==> config.mk <==
export PLATFORM = sky130hd
export DESIGN_NAME = mul_div_unit
export DESIGN_NICKNAME = d
export VERILOG_FILES = /design/src/rtl/mul_div_unit.sv
export SDC_FILE = /design/constraint.sdc
export NUM_CORES = 1
export LEC_CHECK = 0
export CAP_MARGIN = 20
export CORE_UTILIZATION = 35
export CTS_CLUSTER_SIZE = 20
export DETAILED_ROUTE_END_ITERATION = 8
export PLACE_DENSITY = 0.65
export SLEW_MARGIN = 20
export SYNTH_ARGS = -nofsm -noshare
export SYNTH_HDL_FRONTEND = slang
export SYNTH_SLANG_ARGS = --single-unit
==> constraint.sdc <==
create_clock -name clk -period 4.6 [get_ports clk]
set_clock_uncertainty 0.2 [all_clocks]
set_input_delay 0.69 -clock clk [delete_from_list [all_inputs] [get_ports clk]]
set_output_delay 0.69 -clock clk [all_outputs]
set_load 0.03 [all_outputs]
==> src/rtl/mul_div_unit.sv <==
// Multi-cycle multiply/divide unit with HI/LO result registers.
// Multiply is shift-add and divide is restoring, both on operand magnitudes,
// one iteration per cycle; signs are applied in a single fix-up cycle.
module mul_div_unit #(
    parameter int WIDTH = 32
) (
    input  logic             clk,
    input  logic             reset,
    input  logic             start,
    input  logic [1:0]       op,
    input  logic [WIDTH-1:0] a,
    input  logic [WIDTH-1:0] b,
    input  logic             we_hi,
    input  logic             we_lo,
    input  logic [WIDTH-1:0] wdata,
    output logic             busy,
    output logic             done,
    output logic             dz,
    output logic [WIDTH-1:0] hi,
    output logic [WIDTH-1:0] lo
);

    localparam int CW = $clog2(WIDTH);

    typedef enum logic [1:0] {
        IDLE = 2'd0,
        RUN  = 2'd1,
        FIX  = 2'd2
    } state_t;

    state_t               state;
    logic [1:0]           op_q;
    logic [WIDTH-1:0]     a_raw;
    logic [WIDTH-1:0]     b_mag;
    logic [2*WIDTH-1:0]   prod;
    logic [CW-1:0]        count;
    logic                 sign_a;
    logic                 sign_b;
    logic                 b_zero;

    logic                 in_signed;
    logic [WIDTH-1:0]     a_abs;
    logic [WIDTH-1:0]     b_abs;
    logic [WIDTH:0]       mul_sum;
    logic [WIDTH+1:0]     div_trial;
    logic [2*WIDTH-1:0]   iter_next;
    logic [2*WIDTH-1:0]   prod_neg;
    logic [WIDTH-1:0]     fix_hi;
    logic [WIDTH-1:0]     fix_lo;
    logic                 fix_dz;

    assign busy = (state != IDLE);

    // Operand magnitudes for the accept edge; op[0]=0 selects the signed variants.
    always_comb begin
        in_signed = ~op[0];
        a_abs     = (in_signed && a[WIDTH-1]) ? (~a + 1'b1) : a;
        b_abs     = (in_signed && b[WIDTH-1]) ? (~b + 1'b1) : b;
    end

    // One iteration of either algorithm. prod holds {upper, lower} halves:
    // multiply keeps {partial sum, remaining multiplier bits}, divide keeps
    // {partial remainder, dividend bits shifting out / quotient bits shifting in}.
    always_comb begin
        mul_sum   = {1'b0, prod[2*WIDTH-1:WIDTH]} + (prod[0] ? {1'b0, b_mag} : {(WIDTH+1){1'b0}});
        div_trial = {1'b0, prod[2*WIDTH-1:WIDTH], prod[WIDTH-1]} - {2'b00, b_mag};
        if (op_q[1]) begin
            if (div_trial[WIDTH+1])
                iter_next = {prod[2*WIDTH-2:0], 1'b0};
            else
                iter_next = {div_trial[WIDTH-1:0], prod[WIDTH-2:0], 1'b1};
        end else begin
            iter_next = {mul_sum, prod[WIDTH-1:1]};
        end
    end

    // Sign fix-up and special cases for the final HI/LO values.
    always_comb begin
        prod_neg = ~prod + 1'b1;
        fix_dz   = 1'b0;
        fix_hi   = prod[2*WIDTH-1:WIDTH];
        fix_lo   = prod[WIDTH-1:0];
        if (!op_q[1]) begin
            if (sign_a ^ sign_b) begin
                fix_hi = prod_neg[2*WIDTH-1:WIDTH];
                fix_lo = prod_neg[WIDTH-1:0];
            end
        end else if (b_zero) begin
            fix_dz = 1'b1;
            fix_hi = a_raw;
            fix_lo = {WIDTH{1'b1}};
        end else begin
            if (sign_a ^ sign_b)
                fix_lo = ~prod[WIDTH-1:0] + 1'b1;
            if (sign_a)
                fix_hi = ~prod[2*WIDTH-1:WIDTH] + 1'b1;
        end
    end

    // Control FSM, iteration datapath and HI/LO registers.
    always_ff @(posedge clk or negedge reset) begin
        if (!reset) begin
            state  <= IDLE;
            op_q   <= 2'b00;
            a_raw  <= '0;
            b_mag  <= '0;
            prod   <= '0;
            count  <= '0;
            sign_a <= 1'b0;
            sign_b <= 1'b0;
            b_zero <= 1'b0;
            done   <= 1'b0;
            dz     <= 1'b0;
            hi     <= '0;
            lo     <= '0;
        end else begin
            done <= 1'b0;
            case (state)
                IDLE: begin
                    if (start) begin
                        op_q   <= op;
                        a_raw  <= a;
                        b_mag  <= b_abs;
                        prod   <= {{WIDTH{1'b0}}, a_abs};
                        sign_a <= in_signed & a[WIDTH-1];
                        sign_b <= in_signed & b[WIDTH-1];
                        b_zero <= (b == '0);
                        count  <= '0;
                        state  <= RUN;
                    end else begin
                        if (we_hi)
                            hi <= wdata;
                        if (we_lo)
                            lo <= wdata;
                    end
                end
                RUN: begin
                    prod  <= iter_next;
                    count <= count + 1'b1;
                    if (count == CW'(WIDTH - 1))
                        state <= FIX;
                end
                FIX: begin
                    hi    <= fix_hi;
                    lo    <= fix_lo;
                    dz    <= fix_dz;
                    done  <= 1'b1;
                    state <= IDLE;
                end
                default: state <= IDLE;
            endcase
        end
    end

endmodule

==> reports/metrics.cfg, run 1 <==
[yosys]
synth_seq_area_share_pct=31.6
ys_types=74
syn_avg_cell_area_sq_um=7.86
synth_fp_nets=2241
synth_area_leaders=dfrtp_1, o21ai_0, nand2_1
synth_top_area_cell=dfrtp_1
synth_edf_count=0
synthCells=2066
yosys-top-cells-count=nand2_1, o21ai_0, dfrtp_1, a21oi_1, nor2_1
yosysMostFrequentCell=nand2_1
netlist_area_sq_um=16200
ys_warn_count=0
synth_flop_cell=dfrtp_1
yosys.area.top_type_share_pct=31.6
synth-seq-cells=205
synthArstFlopShare_pct=100

[global_routing]
grt_pass1_wl_microns=95600
grt_start_max_net_pins=80
grt_pass1_vias=15700
grt_antenna_before_repair=2
grt_util_all_layers_pct=26.0
overflow=0

[pwr]
pwr_density_cell_nw_per_um2=835
leakagePower_uw=0.00809
ir_drop_mv=0.412
p_total_uw=16300

[drt]
ant_nets=0
vias_per_cell=5.90
routed.top_layer=met4
drt_wl_total_microns=62400
wl_met3_microns=4500
firstDrtPassIters=5
vias=16500
met1Wirelength_microns=28400
wire_per_inst_microns=22.3
wl_met2_microns=27500
drtIter0Drc=1680
drc_errors=0

[floorplanning]
rows=78
die_x_microns=217
core_area_sq_um=45600
die_area_sq_um=47300
ios=170
start_util_pct=35.6
dieHeight_microns=217

[sta]
finalSetupViolations=0
hold_viol=0
slew_viol_final=0
max_freq_mhz=259
finalSetupTns_ps=0
finalCritPeriodShare_pct=84.0
max-slew-margin-rel_pct=28.0
fin_crit_ps=3870
rsz0062_at_grt=false
tightest_slew_ps=1080

[setup_path]
crit_fanout=5
worst_ep_arrival_time_ps=4100
cp_data_required_time_ps=4830
crit_type=register to register
cp-end-kind=register
critPathLaunchType=register

[cts]
cts_buffers=25
cts_root_buf=clkbuf_16
cts_sinks=205
cts_resized=0
post_cts_buffers=0
clk_pin_slew_ps=60
tritoncts=yes
htree_levels=1
worstSkewPairLatency_ps=560
cts_buffer_depth=3

[layout]
fin_nets=2353
area_growth_pct=19.9
layout-drive-gt1-share_pct=5.69

[job]
maxCapViolCount=0

[place]
dp_hpwl_microns=46900
place_congestion=0.970
port_buffers=169

[status]
status=finished, final reports clean

[min_path]
holdCritPathClass=register to register

## metal layers
layer  up-vias  GRT usage, %
li1       7657             -
met1      8017          37.5
met2       736          40.0
met3       121          3.14
met4         0          8.45
met5         -             0
## logic make-up (layout without fill, tap and decap cells)
logic type                 after synthesis  in the layout  synth area share (%)
muxes                                   52             52                  3.21
adders and majority gates               72             72                  5.64
other                                    0              3                     0
buffers and inverters                  201            332                  4.70
DFF                                    205            205                  31.6
and+or+nand+nor                        672            672                  19.1
AOI/OAI and AO/OA                      686            686                  26.1
xor gates and xnor gates               178            178                  9.60
## layout by cell type, fill, tap and decap left out, types with 8 or more instances in the layout
| master | synthesis | layout |
|---|---|---|
| nand2_1 | 283 | 283 |
| o21ai_0 | 232 | 232 |
| dfrtp_1 | 205 | 204 |
| clkdlybuf4s50_1 | 0 | 168 |
| a21oi_1 | 159 | 159 |
| nor2_1 | 154 | 151 |
| xnor2_1 | 114 | 114 |
| ha_1 | 70 | 70 |
| inv_1 | 67 | 67 |
| xor2_1 | 64 | 63 |
| mux2i_1 | 52 | 52 |
| buf_4 | 1 | 48 |
| o22ai_1 | 45 | 45 |
| nor3_1 | 41 | 41 |
| a21o_1 | 35 | 35 |
| nand3_1 | 30 | 30 |
| or3_1 | 30 | 30 |
| o211ai_1 | 28 | 28 |
| clkbuf_16 | 0 | 25 |
| o31ai_1 | 22 | 22 |
| a31oi_1 | 21 | 21 |
| nand2b_1 | 21 | 20 |
| o221ai_1 | 20 | 20 |
| and3_1 | 17 | 17 |
| a22oi_1 | 17 | 17 |
| or4_1 | 15 | 15 |
| nand4_1 | 14 | 14 |
| a211oi_1 | 14 | 14 |
| and2_1 | 13 | 13 |
| nor2b_1 | 13 | 12 |
| o21a_1 | 11 | 11 |
| a221oi_1 | 10 | 10 |
| or2_2 | 11 | 9 |
| nor4_1 | 9 | 9 |
| o21bai_1 | 8 | 8 |
## timing repair
| action | in CTS | in global routing |
|---|---|---|
| hold buffers | 1 | 0 |
| setup endpoints to repair | 0 | 0 |
| hold endpoints to repair | 36 | 0 |
## flip-flops by register name, indices dropped and copies added (netlist names)
register / flops
a_raw: 32
b_mag: 32
b_zero: 1
count: 5
done: 1
dz: 1
hi: 32
lo: 32
op_q: 1
prod: 64
sign_a: 1
sign_b: 1
state: 2
## final cells by class
| type | instances | area, sq um |
|---|---|---|
| sequential | 205 | 5130 |
| fill | 4560 | 26100 |
| antenna | 3 | 7.51 |
| multi-input combinational | 1660 | 10400 |
| tap | 600 | 751 |
| timing repair buffer | 219 | 2090 |
| inverter | 67 | 251 |
| clock buffer | 36 | 727 |
| clock inverter | 10 | 144 |
## stage by stage
stage	util [%]	worst slack [ps]	hold WS (ps)	instances	cell area [sq um]
floorplan	-	1170	194	2066	16200
global placement	40.8	506	262	2750	18600
detailed placement	40.8	369	266	2750	18600
CTS	42.7	814	280	2797	19500
global route	42.7	550	301	2799	19500
finish	42.7	735	281	2800	19500
## worst max-delay path: stages (launching register included)
cell,delay (ps)
dfrtp_1,470
ha_1,300
inv_1,90
fa_1,240
a211oi_1,100
o21a_1,220
or3_1,420
a31oi_1,540
a31oi_1,310
o21ai_0,260
xnor2_1,190
a21oi_1,100
a221o_1,280
## path summary, 6_finish.rpt
| path | start | endpoint | slack (ps) | cells past startpoint |
|---|---|---|---|---|
| setup / recovery | b_mag[0] | prod[54] | 730 | 12 |
| hold / removal | count[3] | count[3] | 280 | 1 |
| setup reg to reg | b_mag[0] | prod[54] | 730 | 12 |
| hold reg to reg | count[3] | count[3] | 280 | 1 |
| max in group asynchronous | reset | b_mag[21] | 2740 | 3 |
| min in group asynchronous | reset | done | 510 | 2 |
## power by group
| group | switching (uW) | internal, uW |
|---|---|---|
| sequential | 1100 | 2680 |
| clock | 856 | 1270 |
| combinational | 6300 | 4060 |
No activity file was read; power rests on OpenSTA's default activity.
==> run 2: changes to the inputs <==
PLACE_DENSITY = 0.67   (was 0.65)
clock period = 3.17 ns   (was 4.6 ns; I/O delays follow)
==> reports/metrics.cfg, run 2 (same netlist as run 1, synthesis figures left out) <==
[status]
status=finished, violations left
violations=setup timing

[setup_path]
cp_data_required_time_ps=3400  ; -1430 ps
crit_fanout=4  ; -1
worst_ep_arrival_time_ps=3440  ; -660 ps
crit_type=register to register
crit_chain=ha_2, inv_1, fa_2, a211oi_2, o21a_1, or3_4, a31oi_4, a31oi_2, nor2_2, or3_4, a41oi_2, a221o_1
cp_top_family=compound AO/OA/AOI/OAI gates
crit_slowest_cell=dfrtp_2
critPathLaunchType=register
cpMostUsedCell=or3_4
cp-end-kind=register
slowest_delay_ps=460  ; -80 ps
critPathBufInv=1  ; unchanged

[pwr]
p_total_uw=27900  ; +72%
pwr_density_cell_nw_per_um2=1220  ; +46%
ir_drop_mv=0.586  ; +42%
leakagePower_uw=0.00979  ; +21%

[cts]
tritoncts=yes
cts_sinks=205  ; unchanged
clk_pin_slew_ps=60  ; about the same
cts_buffers=25  ; unchanged
worstSkewPairLatency_ps=570  ; about the same
cts_root_buf=clkbuf_16
cts_buffer_depth=3  ; unchanged
htree_levels=1  ; unchanged

[place]
pre_cts_ws_ps=-537  ; -906 ps
port_buffers=169  ; unchanged
place_congestion=1.01  ; +4.1%
dp_hpwl_microns=50300  ; +7.2%

[drt]
vias_per_cell=5.78  ; -2.2%
firstDrtPassIters=6  ; +1
drc_errors=0  ; unchanged
wire_per_inst_microns=21.4  ; -4.1%
drt_wl_total_microns=66200  ; +6.1%
ant_nets=0  ; unchanged
drtIter0Drc=1890  ; +13%
vias=17900  ; +8.3%

[floorplanning]
die_area_sq_um=47300  ; unchanged
start_util_pct=35.6  ; unchanged
core_area_sq_um=45600  ; unchanged
ios=170  ; unchanged
dieHeight_microns=217  ; unchanged
rows=78  ; unchanged
die_x_microns=217  ; unchanged

[global_routing]
grt_antenna_before_repair=0  ; -2
grt_pass1_vias=17100  ; +8.8%
grt_start_max_net_pins=80  ; unchanged
grt_util_all_layers_pct=26.9  ; +0.97 points
overflow=0  ; unchanged
grt_pass1_wl_microns=99800  ; +4.5%

[sta]
finalSetupViolations=4  ; +4
hold_viol=0  ; unchanged
tightest_slew_ps=1110  ; +30.5 ps
slew_viol_final=0  ; unchanged
finalCritPeriodShare_pct=101  ; +17 points
fin_crit_ps=3210  ; -654 ps
max_freq_mhz=311  ; +20%
max-slew-margin-rel_pct=25.9  ; -2.1 points
layout_setup_ws_ps=-40.7  ; -776 ps
rsz0062_at_grt=true

[layout]
largest-register=prod
layout-drive-gt1-share_pct=22.9  ; +17 points
largest_reg_flops=64  ; unchanged
final_cell_mix=buf_4, nand2_1, o21ai_0
diodes=0  ; -3
area_growth_pct=40.6
final_common_cell=buf_4
fin_nets=2655  ; +13%

[min_path]
holdCritPathClass=register to register

[job]
maxCapViolCount=0  ; unchanged

==> run 2: worst reg2reg max path: cells and delay by family (launching register included) <==
kind,cells,cell delay (ps)
AO/OA/AOI/OAI,6,1120
AND/OR/NAND/NOR,3,800
flip-flops,1,460
adder cells (fa/ha/maj),2,450
buffers and inverters,1,70
==> run 2: layout make-up <==
type,count,area (sq um)
clock inverters,8,135
well taps,600,751
repair buffers,521,4560
fillers,4250,22700
flip-flops and latches,205,5140
inverters,67,256
multi-input cells,1660,11200
clock buffers,38,764
==> run 2: routing by layer <==
| layer | vias to the layer above | track usage [%] | share of wire [%] |
|---|---|---|---|
| met5 | - | 0 | 0 |
| met4 | 0 | 8.36 | 3.3 |
| met3 | 137 | 3.83 | 7.7 |
| met2 | 849 | 42.9 | 45 |
| met1 | 8634 | 37.5 | 44 |
| li1 | 8282 | - | - |
==> run 2: where the power goes <==
part | internal, uW | switching (uW)
Sequential | 3910 | 1200
Combinational | 8770 | 10900
Clock | 1910 | 1240
==> run 2: final timing paths <==
kind                                 from        end  slack, ps  depth (start not counted)
max in group asynchronous           reset   b_mag[3]       1680                          3
worst min register to register  a_raw[19]  a_raw[19]        280                          2
worst max-delay path             b_mag[0]   prod[62]        -40                         12
worst max register to register   b_mag[0]   prod[62]        -40                         12
min in group asynchronous           reset      lo[7]        310                          2
worst min-delay path            a_raw[19]  a_raw[19]        280                          2
==> run 2: metrics by stage <==
| stage | utilization [%] | instance area [sq um] | hold WS, ps | setup TNS, ps | cells |
|---|---|---|---|---|---|
| 2_1_floorplan | - | 16200 | -20.1 | 0 | 2066 |
| 3_3_place_gp | 45.4 | 20700 | 257 | -8680 | 3018 |
| 3_5_place_dp | 45.4 | 20700 | 265 | -9600 | 3018 |
| 4_1_cts | 47.9 | 21800 | 282 | -158 | 3070 |
| 5_1_grt | 50.1 | 22800 | 305 | -1870 | 3099 |
| 6_report | 50.1 | 22800 | 281 | -57.8 | 3099 |
==> run 2: repair_timing <==
action | 4_1_cts | 5_1_grt
buffers inserted | 5 | 27
pin swaps | 29 | 65
resized for setup | 44 | 179
cloned | 0 | 3
endpoints found under the hold margin | 65 | 0
setup endpoints to repair | 25 | 64
hold buffers | 1 | 0
==> run 3: changes to the inputs <==
PLACE_DENSITY = 0.65   (was 0.67)
clock period = 3.3 ns   (was 3.17 ns; I/O delays follow)
==> reports/metrics.cfg, run 3 (same netlist as run 1, synthesis figures left out) <==
[setup_path]
cp-end-kind=register
crit_type=register to register
slowest_delay_ps=510  ; +50 ps
rrSetupSlack_ps=8  ; +50 ps
cpMostUsedCell=or3_4
cp_data_required_time_ps=3580  ; +180 ps
crit_chain=buf_4, or3_4, or4b_4, or3_4, or2_4, or3_4, o21ai_2, xnor2_1, nor2_1, a211oi_1
crit_slowest_cell=or4b_4
worst_ep_arrival_time_ps=3570  ; +130 ps
crit_fanout=5  ; +1
critPathLaunchType=register

[layout]
fin_nets=2576  ; -3.0%
largest_reg_flops=64  ; unchanged
area_growth_pct=33.4
final_common_cell=nand2_1
fillers=4392  ; +3.3%
fin_cells=3021  ; -2.5%
largest-register=prod
layout-drive-gt1-share_pct=17.0  ; -5.9 points
final_cell_mix=nand2_1, buf_4, o21ai_0

[sta]
max_freq_mhz=304  ; -2.5%
slew_viol_final=0  ; unchanged
layout_setup_ws_ps=8.00  ; +48.7 ps
finalCritPeriodShare_pct=99.8  ; -1.5 points
finalSetupViolations=0  ; -4
hold_viol=0  ; unchanged
tightest_slew_ps=893  ; -218 ps
fin_crit_ps=3290  ; +81.3 ps
rsz0062_at_grt=true
max-slew-margin-rel_pct=40.5  ; +15 points

[status]
status=finished, final reports clean

[cts]
cts_buffers=25  ; unchanged
tritoncts=yes
clk_pin_slew_ps=60  ; about the same
cts_root_buf=clkbuf_16
cts_buffer_depth=3  ; unchanged
cts_sinks=205  ; unchanged
htree_levels=1  ; unchanged
worstSkewPairLatency_ps=570  ; about the same

[pwr]
leakagePower_uw=0.00931  ; -4.9%
ir_drop_mv=0.607  ; +3.6%
pwr_density_cell_nw_per_um2=1170  ; -4.2%
p_total_uw=25400  ; -9.1%

[place]
dp_hpwl_microns=50100  ; -0.23%
port_buffers=169  ; unchanged
pre_cts_ws_ps=-394  ; +143 ps
place_congestion=1.02  ; +1.5%
placedCellCount=2963  ; -1.8%

[floorplanning]
rows=78  ; unchanged
die_x_microns=217  ; unchanged
start_util_pct=35.6  ; unchanged
dieHeight_microns=217  ; unchanged
die_area_sq_um=47300  ; unchanged
core_area_sq_um=45600  ; unchanged
ios=170  ; unchanged

[drt]
drtIter0Drc=1760  ; -6.9%
firstDrtPassIters=7  ; +1
vias=17700  ; -0.93%
ant_nets=0  ; unchanged
drt_wl_total_microns=65200  ; -1.5%
vias_per_cell=5.87  ; +1.6%
drc_errors=0  ; unchanged
wire_per_inst_microns=21.6  ; +1.1%

[job]
maxCapViolCount=0  ; unchanged

[global_routing]
use_met1_pct=38.1  ; +0.59 points
grt_antenna_before_repair=1  ; +1
grt_pass1_wl_microns=99300  ; -0.56%
overflow=0  ; unchanged
met2_usage_pct=42.0  ; -0.89 points
grt_busiest_layer=met2
met3_usage_pct=3.75  ; -0.084 points
grt_util_all_layers_pct=27.0  ; +0.037 points
grt_start_max_net_pins=80  ; unchanged
grt_pass1_vias=16700  ; -2.5%

[min_path]
holdCritPathClass=register to register

[run 3: cell count changes in the layout (fill, tap and decap cells not counted), sizes merged]
cell / previous run / this run
bufinv: 3 / 5
inv: 67 / 69
diode: 0 / 1
clkbuf: 42 / 31
buf: 348 / 272
clkinvlp: 2 / 3
clkinv: 3 / 6
[run 3: worst paths after layout]
path,from,end,cells after the start
max,prod[33],hi[29],10
min,lo[28],lo[28],2
max reg2reg,prod[33],hi[29],10
min reg2reg,lo[28],lo[28],2
max in group asynchronous,reset,prod[56],3
min in group asynchronous,reset,lo[8],2
[run 3: timing repair]
action / CTS / global route
buffers inserted: 2 / 9
endpoints found under the hold margin: 63 / 0
pin swaps: 7 / 33
hold buffers: 1 / 0
setup endpoints to repair: 13 / 31
resized for setup: 22 / 69
[run 3: final cells by class]
cell class	instances	area, sq um	share of cell area, %
Multi-Input combinational cell	1660	10700	49.4
Sequential cell	205	5140	23.7
Timing Repair Buffer	442	3910	18.0
Tap cell	600	751	3.46
Clock buffer	30	684	3.16
Inverter	67	251	1.16
Clock inverter	16	235	1.09
Antenna cell	1	2.50	0.0115
[run 3: layer usage]
layer,wire [microns],part of all wire [%]
met2,29400,45
met1,28600,44
met5,0,0
met3,5000,7.7
met4,2120,3.3
[run 3: metrics by stage]
step	hold WS [ps]	TNS, ps	cell area, sq um	util (%)
after global routing	301	-297	21700	47.5
after detailed placement	266	-5670	20300	44.5
after global placement	257	-4790	20300	44.5
after CTS	280	-2.96	21300	46.8
after floorplan	-0.591	0	16200	-
final	277	0	21700	47.5
[run 3: power breakdown]
part	total [uW]	internal (uW)	switching, uW	leakage (uW)
registers	4960	3750	1210	0.00252
clock network	3120	1880	1240	0.000447
logic	17300	7470	9870	0.00634
[run 3: critical path, delay by kind of cell (launching register included)]
| kind | cells | cell delay (ps) |
|---|---|---|
| AOI/OAI and AO/OA | 2 | 310 |
| DFF | 1 | 420 |
| buffers and inverters | 1 | 150 |
| and+or+nand+nor | 6 | 2000 |
| xor gates and xnor gates | 1 | 140 |
